===== config.mk =====
export PLATFORM = sky130hd
export DESIGN_NAME = seq_pattern_tx_flat
export DESIGN_NICKNAME = d
export VERILOG_FILES = /design/src/rtl/seq_pattern_tx_if.sv /design/src/rtl/seq_pattern_tx.sv /design/src/flat_wrapper.sv
export SDC_FILE = /design/constraint.sdc
export NUM_CORES = 1
export LEC_CHECK = 0
export ABC_AREA = 1
export CAP_MARGIN = 30
export CORE_MARGIN = 4
export CORE_UTILIZATION = 48
export CTS_BUF_LIST = sky130_fd_sc_hd__clkbuf_8 sky130_fd_sc_hd__clkbuf_16
export DETAILED_ROUTE_END_ITERATION = 8
export GPL_ROUTABILITY_DRIVEN = 0
export PLACE_DENSITY_LB_ADDON = 0.2
export SLEW_MARGIN = 5
export SYNTH_ARGS = -nofsm -noshare
export SYNTH_HDL_FRONTEND = slang
export SYNTH_SLANG_ARGS = --single-unit

===== constraint.sdc =====
create_clock -name clk -period 1.7 [get_ports clk]
set_input_delay 0.34 -clock clk [delete_from_list [all_inputs] [get_ports clk]]
set_output_delay 0.34 -clock clk [all_outputs]
set_load 0.05 [all_outputs]

===== src/rtl/seq_pattern_tx_if.sv =====
// Command and serial-stream bundle for seq_pattern_tx.
// The master side issues commands and observes the stream; the slave side is the transmitter.
interface seq_pattern_tx_if #(
  parameter int MAX_LEN = 8,
  parameter int LEN_W   = 4,
  parameter int CNT_W   = 4,
  parameter int GAP_W   = 3
) ();
  logic               cmd_valid;
  logic               cmd_ready;
  logic [MAX_LEN-1:0] cmd_pattern;
  logic [LEN_W-1:0]   cmd_len;
  logic [CNT_W-1:0]   cmd_repeat;
  logic [GAP_W-1:0]   cmd_gap;
  logic               abort;
  logic               tx_data;
  logic               tx_valid;
  logic               busy;
  logic               done;

  modport master (
    output cmd_valid, cmd_pattern, cmd_len, cmd_repeat, cmd_gap, abort,
    input  cmd_ready, tx_data, tx_valid, busy, done
  );

  modport slave (
    input  cmd_valid, cmd_pattern, cmd_len, cmd_repeat, cmd_gap, abort,
    output cmd_ready, tx_data, tx_valid, busy, done
  );
endinterface


===== src/rtl/seq_pattern_tx.sv =====
// Serial pattern transmitter: first bit one cycle after accept, MSB-first, repeats with gaps, done pulse.
// Accepts a command only in IDLE (cmd_ready); the bit stream itself has no backpressure.
module seq_pattern_tx #(
  parameter int MAX_LEN = 8,
  parameter int LEN_W   = 4,
  parameter int CNT_W   = 4,
  parameter int GAP_W   = 3
) (
  input  logic             clk,
  input  logic             reset,
  seq_pattern_tx_if.slave  bus
);
  localparam int               IDX_W     = (MAX_LEN > 1) ? $clog2(MAX_LEN) : 1;
  localparam logic [LEN_W-1:0] MAX_LEN_L = LEN_W'(MAX_LEN);

  typedef enum logic [1:0] {IDLE, SEND, GAP, FIN} state_t;

  state_t             state, state_n;
  logic [MAX_LEN-1:0] pattern, pattern_n;
  logic [LEN_W-1:0]   len, len_n;
  logic [IDX_W-1:0]   idx, idx_n;
  logic [CNT_W-1:0]   rep, rep_n;
  logic [GAP_W-1:0]   gap, gap_n;
  logic [GAP_W-1:0]   gcnt, gcnt_n;
  logic [LEN_W-1:0]   eff_len;

  // Oversized lengths clamp to the pattern register width.
  assign eff_len = (bus.cmd_len > MAX_LEN_L) ? MAX_LEN_L : bus.cmd_len;

  always_ff @(posedge clk) begin
    if (reset) begin
      state   <= IDLE;
      pattern <= '0;
      len     <= '0;
      idx     <= '0;
      rep     <= '0;
      gap     <= '0;
      gcnt    <= '0;
    end else begin
      state   <= state_n;
      pattern <= pattern_n;
      len     <= len_n;
      idx     <= idx_n;
      rep     <= rep_n;
      gap     <= gap_n;
      gcnt    <= gcnt_n;
    end
  end

  always_comb begin
    state_n   = state;
    pattern_n = pattern;
    len_n     = len;
    idx_n     = idx;
    rep_n     = rep;
    gap_n     = gap;
    gcnt_n    = gcnt;
    case (state)
      IDLE: begin
        if (bus.cmd_valid) begin
          pattern_n = bus.cmd_pattern;
          len_n     = eff_len;
          idx_n     = IDX_W'(eff_len - LEN_W'(1));
          rep_n     = bus.cmd_repeat;
          gap_n     = bus.cmd_gap;
          state_n   = (eff_len == '0) ? FIN : SEND;
        end
      end
      SEND: begin
        if (bus.abort) begin
          state_n = FIN;
        end else if (idx != '0) begin
          idx_n = idx - IDX_W'(1);
        end else if (rep == '0) begin
          state_n = FIN;
        end else begin
          rep_n = rep - CNT_W'(1);
          // Zero gap restarts the pattern on the very next cycle.
          if (gap == '0) begin
            idx_n = IDX_W'(len - LEN_W'(1));
          end else begin
            state_n = GAP;
            gcnt_n  = gap - GAP_W'(1);
          end
        end
      end
      GAP: begin
        if (bus.abort) begin
          state_n = FIN;
        end else if (gcnt == '0) begin
          state_n = SEND;
          idx_n   = IDX_W'(len - LEN_W'(1));
        end else begin
          gcnt_n = gcnt - GAP_W'(1);
        end
      end
      default: state_n = IDLE;
    endcase
  end

  assign bus.cmd_ready = (state == IDLE);
  assign bus.tx_valid  = (state == SEND);
  assign bus.tx_data   = (state == SEND) & pattern[idx];
  assign bus.busy      = (state == SEND) || (state == GAP);
  assign bus.done      = (state == FIN);
endmodule


===== src/flat_wrapper.sv =====
// flat-port wrapper written by rule: the top's interface ports become plain ports
module seq_pattern_tx_flat 
#(
  parameter int MAX_LEN = 8,
  parameter int LEN_W   = 4,
  parameter int CNT_W   = 4,
  parameter int GAP_W   = 3
)
  (clk, reset, bus_cmd_valid, bus_cmd_pattern, bus_cmd_len, bus_cmd_repeat, bus_cmd_gap, bus_abort, bus_cmd_ready, bus_tx_data, bus_tx_valid, bus_busy, bus_done);
  seq_pattern_tx_if #(.MAX_LEN(MAX_LEN), .LEN_W(LEN_W), .CNT_W(CNT_W), .GAP_W(GAP_W)) bus_i ();
  input  logic clk;
  input  logic reset;
  input wire logic [$bits(bus_i.cmd_valid)-1:0] bus_cmd_valid;
  input wire logic [$bits(bus_i.cmd_pattern)-1:0] bus_cmd_pattern;
  input wire logic [$bits(bus_i.cmd_len)-1:0] bus_cmd_len;
  input wire logic [$bits(bus_i.cmd_repeat)-1:0] bus_cmd_repeat;
  input wire logic [$bits(bus_i.cmd_gap)-1:0] bus_cmd_gap;
  input wire logic [$bits(bus_i.abort)-1:0] bus_abort;
  output wire logic [$bits(bus_i.cmd_ready)-1:0] bus_cmd_ready;
  output wire logic [$bits(bus_i.tx_data)-1:0] bus_tx_data;
  output wire logic [$bits(bus_i.tx_valid)-1:0] bus_tx_valid;
  output wire logic [$bits(bus_i.busy)-1:0] bus_busy;
  output wire logic [$bits(bus_i.done)-1:0] bus_done;
  assign bus_i.cmd_valid = bus_cmd_valid;
  assign bus_i.cmd_pattern = bus_cmd_pattern;
  assign bus_i.cmd_len = bus_cmd_len;
  assign bus_i.cmd_repeat = bus_cmd_repeat;
  assign bus_i.cmd_gap = bus_cmd_gap;
  assign bus_i.abort = bus_abort;
  assign bus_cmd_ready = bus_i.cmd_ready;
  assign bus_tx_data = bus_i.tx_data;
  assign bus_tx_valid = bus_i.tx_valid;
  assign bus_busy = bus_i.busy;
  assign bus_done = bus_i.done;
  seq_pattern_tx #(.MAX_LEN(MAX_LEN), .LEN_W(LEN_W), .CNT_W(CNT_W), .GAP_W(GAP_W)) u_core (.clk(clk), .reset(reset), .bus(bus_i));
endmodule

==> impl_metrics.json, run 1 <==
{
  "status": "finished clean",
  "setup_violations": 0,
  "area_growth_pct": 33.4,
  "cts_made_buffers": 3,
  "vias_per_cell": 4.91,
  "ir_worst_vdd_mv": 1.50,
  "die_x_um": 67.1,
  "multi_input_area_um2": 1040,
  "grt_overflow": 0,
  "io_pins": 28,
  "finalMaxSlewViolations": 0,
  "power_leakage_uw": 0.00104,
  "endpoint_kind": "output port",
  "critPathLaunchType": "flop",
  "rows": 21,
  "drt_pass1_iterations": 4,
  "die_y_um": 67.1,
  "final_util_pct": 66.6,
  "initial_utilization_pct": 49.9,
  "r2r_setup_slack_ns": 0.14,
  "worstPathMaxFanout": 4,
  "ant_nets": 0,
  "seq_power_share_pct": 22.8,
  "fmax_mhz": 605,
  "critical_path_required_ns": 1.36,
  "core_area_um2": 3360,
  "hold_class": "reg2reg",
  "p_clk_share_pct": 12.1,
  "slew_headroom_pct": 84.0,
  "placed_cells": 337,
  "skew_ns": 0.00385,
  "ff_latch_area_um2": 528,
  "grt_max_degree": 25,
  "tightest_slew_ns": 0.239,
  "grt_pass1_wl_mm": 6.39,
  "grt_pass1_vias": 1475,
  "power_switching_uw": 2050,
  "swShare_pct": 47.0,
  "cts_root_buffer": "clkbuf_8",
  "layout_common_cells": "nand2_1, nor2_1, inv_1",
  "p_per_area_nw_per_um2": 1950,
  "synth.distinct_cells": 26,
  "clock_insertion_delay_worst_skew_ns": 0.28,
  "stdcell_count": 343,
  "routedWlPerCell_um": 11.0,
  "final_common_cell": "nand2_1",
  "finalHoldViolations": 0,
  "async_flop_share_pct": 0,
  "die-area_um2": 4510,
  "drt_iter0_drc": 106,
  "netlist_instances": 263,
  "drc": 0,
  "intPower_uw": 2320,
  "pwr-share-comb_pct": 65.1,
  "clkTransAtPathRegs_ns": 0.10,
  "min_period_ns": 1.65,
  "setup_ws_ns": 0.0472,
  "place_ws_ns": 0.0214,
  "synth_edf_count": 0,
  "grt_antenna_before_repair": 0,
  "gr-usage-all-layers_pct": 18.4,
  "fillerInstances": 319,
  "cts_sinks": 26,
  "rsz0062_at_grt": "yes",
  "syn_avg_cell_area_um2": 6.38,
  "cts_buffer_depth": 2,
  "ys_seq_elements": 26,
  "cts_tree": "yes",
  "synth_nets": 296,
  "io_buffers": 27,
  "worstSetupPathType": "reg2out",
  "hpwl_mm": 2.73,
  "via_count": 1685,
  "netlist_area_um2": 1680,
  "n_antenna_cell": 0,
  "synth_ff_type": "dfxtp_1",
  "cap_viol_max_count": 0,
  "design_power_total_uw": 4370,
  "post-route-period-util_pct": 97.2,
  "num-nets-final": 331,
  "cts_max_level": 1,
  "arrival_ns": 1.31,
  "wirelength_mm": 3.79,
  "drive_gt1_share_pct": 17.2,
  "synth_seq_area_share_pct": 31.0,
  "synth_warnings": 0
}
-- stage by stage --
stage                     hold WS, ns  TNS [ns]  area, um^2
after floorplan                 0.409         0        1690
after global routing            0.497   -0.0180        2240
final                           0.472         0        2240
after global placement          0.454         0        2090
after CTS                       0.477         0        2210
after detailed placement        0.456         0        2090
-- cells by family (layout without fill, tap and decap cells) --
kind of cell / Yosys count / in the layout / share of synthesized area (%)
DFF: 26 / 26 / 31.0
AOI/OAI and AO/OA: 48 / 48 / 14.8
xor gates and xnor gates: 3 / 3 / 1.57
adders and majority gates: 10 / 10 / 7.46
and+or+nand+nor: 132 / 132 / 34.7
buffers and inverters: 44 / 78 / 10.4
-- sequential cells by signal, indices dropped and copies added, names as in the netlist --
| signal | cells |
|---|---|
| u_core.gcnt | 3 |
| u_core.rep | 4 |
| u_core.state | 2 |
| u_core.idx | 3 |
| u_core.gap | 3 |
| u_core.pattern | 8 |
| u_core.len | 3 |
-- cell usage after synthesis (2+ instances only) --
| library cell | n | area [um^2] |
|---|---|---|
| nand2_4 | 2 | 22.5 |
| nand2_1 | 61 | 229 |
| a21oi_1 | 18 | 90.1 |
| buf_2 | 2 | 10.0 |
| clkinv_1 | 3 | 11.3 |
| nand3_1 | 15 | 75.1 |
| xor2_1 | 2 | 17.5 |
| nor2_4 | 2 | 22.5 |
| inv_2 | 5 | 18.8 |
| nand3_2 | 2 | 20.0 |
| nor2_1 | 42 | 158 |
| nand2_2 | 4 | 25.0 |
| inv_1 | 31 | 116 |
| nor2_2 | 2 | 12.5 |
| clkbuf_1 | 2 | 7.51 |
| dfxtp_1 | 26 | 521 |
| o21ai_1 | 4 | 20.0 |
| ha_1 | 10 | 125 |
| o21ai_0 | 23 | 115 |
-- worst paths after layout --
check | startpoint | to | cells after the start
worst max register to register | u_core.state[1]$_SDFFE_PP0P_ | u_core.rep[0]$_SDFFE_PP0P_ | 10
worst max-delay path | u_core.state[1]$_SDFFE_PP0P_ | bus_tx_data | 5
worst min register to register | u_core.gap[0]$_SDFFE_PP0P_ | u_core.gap[0]$_SDFFE_PP0P_ | 2
worst min-delay path | u_core.gap[0]$_SDFFE_PP0P_ | u_core.gap[0]$_SDFFE_PP0P_ | 2
-- cell type report --
class | instances | share of cell area [%]
Inverter | 39 | 6.76
Multi-Input combinational cell | 193 | 46.3
Clock inverter | 1 | 1.34
Timing Repair Buffer | 35 | 17.6
Sequential cell | 26 | 23.6
Clock buffer | 3 | 1.84
Tap cell | 46 | 2.57
-- repair_timing --
item / 4_1_cts / 5_1_grt
resized for setup: 8 / 13
hold buffers: 0 / 0
endpoints found under the setup margin: 2 / 9
pin swaps: 1 / 2
setup buffers: 2 / 0
endpoints found under the hold margin: 0 / 0
-- power groups by stage --
stage	clock, uW	sequential, uW	combinational, uW
4_1_cts	539	974	2770
6_report	528	997	2840
5_1_grt	565	1020	3190
3_3_place_gp	0	973	2620
3_5_place_dp	0	977	2640
2_1_floorplan	0	936	1970
-- routing by layer --
metal,up-vias,wire (um),track usage (%)
met5,-,0,0
met4,0,54,4.81
met3,6,136,4.05
met2,26,1890,32.1
met1,758,1700,22.7
li1,895,-,-
-- worst max-delay path, stage by stage (launching register included) --
cell     delay, ns
dfxtp_2       0.36
inv_1         0.16
ha_4          0.18
nand2_1       0.08
nor2_4        0.11
buf_12        0.14
No activity file was read; power rests on OpenSTA's default activity.
==> run 2, diff against run 1 <==
--- a/config.mk
+++ b/config.mk
@@ -8,7 +8,7 @@
 export ABC_AREA = 1
 export CAP_MARGIN = 30
 export CORE_MARGIN = 4
-export CORE_UTILIZATION = 48
+export CORE_UTILIZATION = 45
 export CTS_BUF_LIST = sky130_fd_sc_hd__clkbuf_8 sky130_fd_sc_hd__clkbuf_16
 export DETAILED_ROUTE_END_ITERATION = 8
 export GPL_ROUTABILITY_DRIVEN = 0
==> run 2 against run 1 <==
Net effect:
- register-to-register slack improved by 0.05 ns
- core utilization decreased by 1.8 points
- cell count increased by 0.29%
- sequential share of layout area decreased by 0.13 points
- worst hold slack improved by 0.0047 ns
- via count decreased by 1.2%
- sequential power about the same
- critical endpoint unchanged
- critical path depth increased by 1
- clock power decreased by 1%
==> impl_metrics.json, run 2 (same netlist as run 1, synthesis figures left out) <==
{
  "power_switching_uw": 2030,
  "grt_antenna_before_repair": 0,
  "ir_worst_vdd_mv": 1.31,
  "swShare_pct": 46.6,
  "drt_iter0_drc": 76,
  "dpl_cell_area_um2": 2100,
  "path_delay_family": "flip-flops",
  "io_buffers": 27,
  "rsz0062_at_grt": "yes",
  "vias_per_cell": 4.84,
  "p_per_area_nw_per_um2": 1940,
  "ant_nets": 0,
  "grt_pass1_wl_mm": 6.71,
  "critPathLaunchType": "flop",
  "n_antenna_cell": 0,
  "status": "finished clean",
  "slew_headroom_pct": 84.3,
  "pwr-share-comb_pct": 65.1,
  "initial_utilization_pct": 48.4,
  "regMostFlops": "u_core.pattern",
  "cts_tree": "yes",
  "critical_path_required_ns": 1.36,
  "tns_ns": 0,
  "cp_num_buf_inv": 2,
  "p_clk_share_pct": 12.0,
  "clock_insertion_delay_worst_skew_ns": 0.28,
  "drive_gt1_share_pct": 16.4,
  "fillerInstances": 335,
  "layout_common_cells": "nand2_1, nor2_1, inv_1",
  "final_util_pct": 64.8,
  "intPower_uw": 2320,
  "worstHoldStart": "u_core.gap[0]$_SDFFE_PP0P_",
  "worstHoldPathCells": 2,
  "largest_register_ffs": 8,
  "finalHoldViolations": 0,
  "ctsHoldBuffers": 0,
  "die_y_um": 69.1,
  "num-nets-final": 332,
  "wirelength_mm": 3.71,
  "worstPathMaxFanout": 8,
  "worstSetupPathType": "reg2out",
  "gr-usage-all-layers_pct": 16.6,
  "drt_pass1_iterations": 4,
  "via_count": 1664,
  "grt_max_degree": 25,
  "setup_violations": 0,
  "cts_buffer_depth": 2,
  "reg2reg_from": "u_core.state[0]$_SDFFE_PP0P_",
  "min_period_ns": 1.65,
  "hpwl_mm": 2.84,
  "grt_pass1_vias": 1593,
  "die_x_um": 69.1,
  "critPathMaxStageDelay_ns": 0.38,
  "top_regs": "u_core.pattern x8, u_core.rep x4",
  "design_area_um2": 2250,
  "cts_max_level": 1,
  "finalMaxSlewViolations": 0,
  "power_leakage_uw": 0.00104,
  "r2r_setup_slack_ns": 0.19,
  "path_cells": "inv_4 -> nor2_1 -> o22ai_2 -> nor2_2 -> nor2_4 -> buf_12",
  "drc": 0,
  "worstHoldEndpoint": "u_core.gap[0]$_SDFFE_PP0P_",
  "grt_overflow": 0,
  "cap_viol_max_count": 0,
  "worstRegToRegCells": 9,
  "seq_power_share_pct": 23.0,
  "crit_path_start": "u_core.idx[0]$_SDFFE_PP0P_",
  "hold_class": "reg2reg",
  "routedWlPerCell_um": 10.8,
  "crit_slowest_cell": "dfxtp_4",
  "area_growth_pct": 33.9,
  "arrival_ns": 1.31,
  "endpoint_kind": "output port",
  "final_common_cell": "nand2_1",
  "timing.rr.end": "u_core.gcnt[2]$_SDFFE_PP0P_",
  "cts_sinks": 26,
  "rows": 21,
  "skew_ns": 0.00538,
  "die-area_um2": 4770,
  "cts_made_buffers": 3,
  "tightest_slew_ns": 0.235,
  "fmax_mhz": 607,
  "core_area_um2": 3470,
  "clkTransAtPathRegs_ns": 0.09,
  "cts_root_buffer": "clkbuf_8",
  "post-route-period-util_pct": 96.8,
  "io_pins": 28
}
-- run 2: power groups by stage --
stage          clock (uW)  combinational [uW]  sequential (uW)
6_report              522                2830              999
3_5_place_dp            0                2660              977
4_1_cts               534                2790              979
5_1_grt               556                3200             1020
3_3_place_gp            0                2630              975
2_1_floorplan           0                1970              936
-- run 2: cell type report --
cell class	instances	area, um^2	share of cell area [%]
inverters	39	149	6.63
repair buffers	36	400	17.8
flip-flops and latches	26	527	23.5
clock inverters	1	30.0	1.34
clock buffers	3	41.3	1.84
well taps	46	57.6	2.56
multi-input cells	193	1040	46.4
-- run 2: worst max path at each step --
stage / endpoint / cells after the start
6_report: bus_tx_data / 6
5_1_grt: bus_tx_data / 6
4_1_cts: bus_tx_data / 6
3_5_place_dp: u_core.state[1]$_SDFFE_PP0P_ / 10
3_3_place_gp: u_core.state[1]$_SDFFE_PP0P_ / 10
2_1_floorplan: u_core.rep[0]$_SDFFE_PP0P_ / 9
-- run 2: per-stage QoR --
step           instances  total power (uW)  setup WS (ns)  hold slack, ns
2_1_floorplan        263              2900         0.0322           0.409
3_3_place_gp         338              3610         0.0450           0.449
3_5_place_dp         338              3640         0.0332           0.463
4_1_cts              344              4300        -0.0127           0.479
5_1_grt              344              4770        -0.0636           0.504
6_report             344              4350         0.0536           0.476
-- run 2: timing repair --
action / in CTS / in global routing
gates resized for setup: 7 / 11
setup endpoints to repair: 2 / 8
setup buffers: 2 / 0
pin swaps: 0 / 2
gates cloned: 0 / 0
-- run 2: worst reg2reg max path: cells and delay by family, from the launching register on --
kind	cells	cell delay (ns)
AOI/OAI and AO/OA	1	0.16
and+or+nand+nor	3	0.19
adders and majority gates	2	0.38
DFF	1	0.39
xor gates and xnor gates	1	0.15
buffers and inverters	2	0.15
-- run 2: per-layer routing --
metal,global-route usage [%],wire (um),vias to the layer above
met2,29.2,1890,22
met5,0,0,-
met4,4.77,36,0
met1,20.1,1660,740
met3,3.49,116,5
li1,-,-,897
==> run 3, diff against run 2 <==
--- a/config.mk
+++ b/config.mk
@@ -7,8 +7,10 @@
 export LEC_CHECK = 0
 export ABC_AREA = 1
 export CAP_MARGIN = 30
+export CELL_PAD_IN_SITES_DETAIL_PLACEMENT = 1
+export CELL_PAD_IN_SITES_GLOBAL_PLACEMENT = 1
 export CORE_MARGIN = 4
-export CORE_UTILIZATION = 45
+export CORE_UTILIZATION = 33
 export CTS_BUF_LIST = sky130_fd_sc_hd__clkbuf_8 sky130_fd_sc_hd__clkbuf_16
 export DETAILED_ROUTE_END_ITERATION = 8
 export GPL_ROUTABILITY_DRIVEN = 0
==> run 3 against run 2 <==
Net effect:
- the run now ends with setup timing left
- non-clock buffer count rose by 8
- sequential power about the same
- sequential share of layout area shrank 0.46 points
- core utilization down 17 points
- global-route usage fell by 1.0 points
- routed wire length up 24%
==> impl_metrics.json, run 3 (same netlist as run 1, synthesis figures left out) <==
{
  "violations": "setup timing",
  "core_area_um2": 4820,
  "cts_made_buffers": 3,
  "cp_num_buf_inv": 2,
  "worstSetupPathType": "reg2out",
  "drt_pass1_iterations": 4,
  "endpoint_kind": "output port",
  "grt_max_degree": 25,
  "hold_class": "reg2reg",
  "critical_path_required_ns": 1.36,
  "area_growth_pct": 37.2,
  "die_x_um": 79.3,
  "critPathLaunchType": "flop",
  "setup_ws_ns": -0.0150,
  "ir_worst_vdd_mv": 1.21,
  "post-route-period-util_pct": 101,
  "regMostFlops": "u_core.pattern",
  "multi_input_area_um2": 1020,
  "cts_tree": "yes",
  "cts_root_buffer": "clkbuf_8",
  "grt_pass1_wl_mm": 7.94,
  "path_cells": "inv_1 -> ha_4 -> nand2_1 -> nor2_4 -> buf_12",
  "cap_viol_max_count": 0,
  "io_pins": 28,
  "final_util_pct": 47.8,
  "largest_register_ffs": 8,
  "min_period_ns": 1.71,
  "critPathMaxStageDelay_ns": 0.36,
  "status": "finished, violations left",
  "drc": 0,
  "fmax_mhz": 583,
  "via_count": 1719,
  "clock_insertion_delay_worst_skew_ns": 0.28,
  "grt_antenna_before_repair": 0,
  "finalHoldViolations": 0,
  "die-area_um2": 6290,
  "rows": 25,
  "reg2reg_from": "u_core.state[0]$_SDFFE_PP0P_",
  "io_buffers": 27,
  "tns_ns": -0.0150,
  "gr-usage-all-layers_pct": 15.5,
  "cts_max_level": 1,
  "fillerInstances": 656,
  "num-nets-final": 340,
  "wirelength_mm": 4.61,
  "crit_path_start": "u_core.state[1]$_SDFFE_PP0P_",
  "cts_sinks": 26,
  "final_common_cell": "nand2_1",
  "initial_utilization_pct": 34.8,
  "path_delay_family": "flip-flops",
  "worstPathMaxFanout": 10,
  "n_antenna_cell": 0,
  "grt_overflow": 0,
  "arrival_ns": 1.37,
  "rsz0062_at_grt": "yes",
  "drive_gt1_share_pct": 18.0,
  "grt_pass1_vias": 1818,
  "slew_headroom_pct": 84.0,
  "power_leakage_uw": 0.00107,
  "crit_slowest_cell": "dfxtp_2",
  "design_power_total_uw": 4420,
  "ant_nets": 0,
  "p_per_area_nw_per_um2": 1920,
  "routedWlPerCell_um": 12.4,
  "die_y_um": 79.3,
  "skew_ns": 0.00342,
  "cts_buffer_depth": 2,
  "stdcell_count": 373,
  "vias_per_cell": 4.61,
  "ff_latch_area_um2": 529,
  "top_regs": "u_core.pattern x8, u_core.rep x4",
  "ctsHoldBuffers": 0,
  "clkTransAtPathRegs_ns": 0.10,
  "finalMaxSlewViolations": 0,
  "layout_common_cells": "nand2_1, nor2_1, inv_1",
  "drt_iter0_drc": 77,
  "setup_violations": 1,
  "tightest_slew_ns": 0.238,
  "hpwl_mm": 3.56,
  "placed_cells": 363,
  "worstHoldStart": "u_core.gap[2]$_SDFFE_PP0P_"
}
run 3: power breakdown:
group,switching (uW),internal (uW),leakage (uW)
Clock,214,208,0.0000288
Combinational,1730,1270,0.000828
Sequential,164,831,0.000216
Total,2110,2310,0.00107
run 3: layout make-up:
type	count	share of cell area [%]
well taps	67	3.64
repair buffers	44	20.0
flip-flops and latches	26	23.0
inverters	39	6.47
multi-input cells	193	44.5
clock buffers	4	2.39
run 3: path summary, 6_finish.rpt:
check | to | slack (ns) | depth (start not counted)
setup / recovery | bus_tx_data | -0.01 | 5
hold / removal | u_core.gap[2]$_SDFFE_PP0P_ | 0.48 | 2
setup reg to reg | u_core.gcnt[2]$_SDFFE_PP0P_ | 0.12 | 9
hold reg to reg | u_core.gap[2]$_SDFFE_PP0P_ | 0.48 | 2
run 3: per-stage QoR:
step / worst slack (ns) / hold WS [ns] / cell area [um^2]
final: -0.0150 / 0.482 / 2300
after global routing: -0.0747 / 0.511 / 2300
after CTS: -0.0700 / 0.471 / 2240
after detailed placement: 0.00495 / 0.456 / 2160
after global placement: 0.0297 / 0.453 / 2160
after floorplan: 0.0322 / 0.409 / 1690
run 3: repair_timing:
action                                  4_1_cts  5_1_grt
endpoints found under the setup margin        5        8
setup buffers                                 0        6
gates resized for setup                       9        7
endpoints found under the hold margin         0        0
pin swaps                                     1        2
run 3: worst register-to-register path: cells and delay by family, from the launching register on:
| kind | cells | cell delay (ns) |
|---|---|---|
| AO/OA/AOI/OAI | 1 | 0.22 |
| adder cells (fa/ha/maj) | 2 | 0.45 |
| XOR/XNOR | 1 | 0.12 |
| buffers and inverters | 2 | 0.13 |
| flip-flops | 1 | 0.37 |
| AND/OR/NAND/NOR | 3 | 0.18 |
run 3: layer usage:
| metal | routed length (um) | track usage (%) | vias up |
|---|---|---|---|
| li1 | - | - | 909 |
| met1 | 2120 | 19.2 | 790 |
| met2 | 2350 | 28.1 | 15 |
| met3 | 100 | 2.38 | 5 |
| met4 | 44 | 3.61 | 0 |
| met5 | 0 | 0 | - |
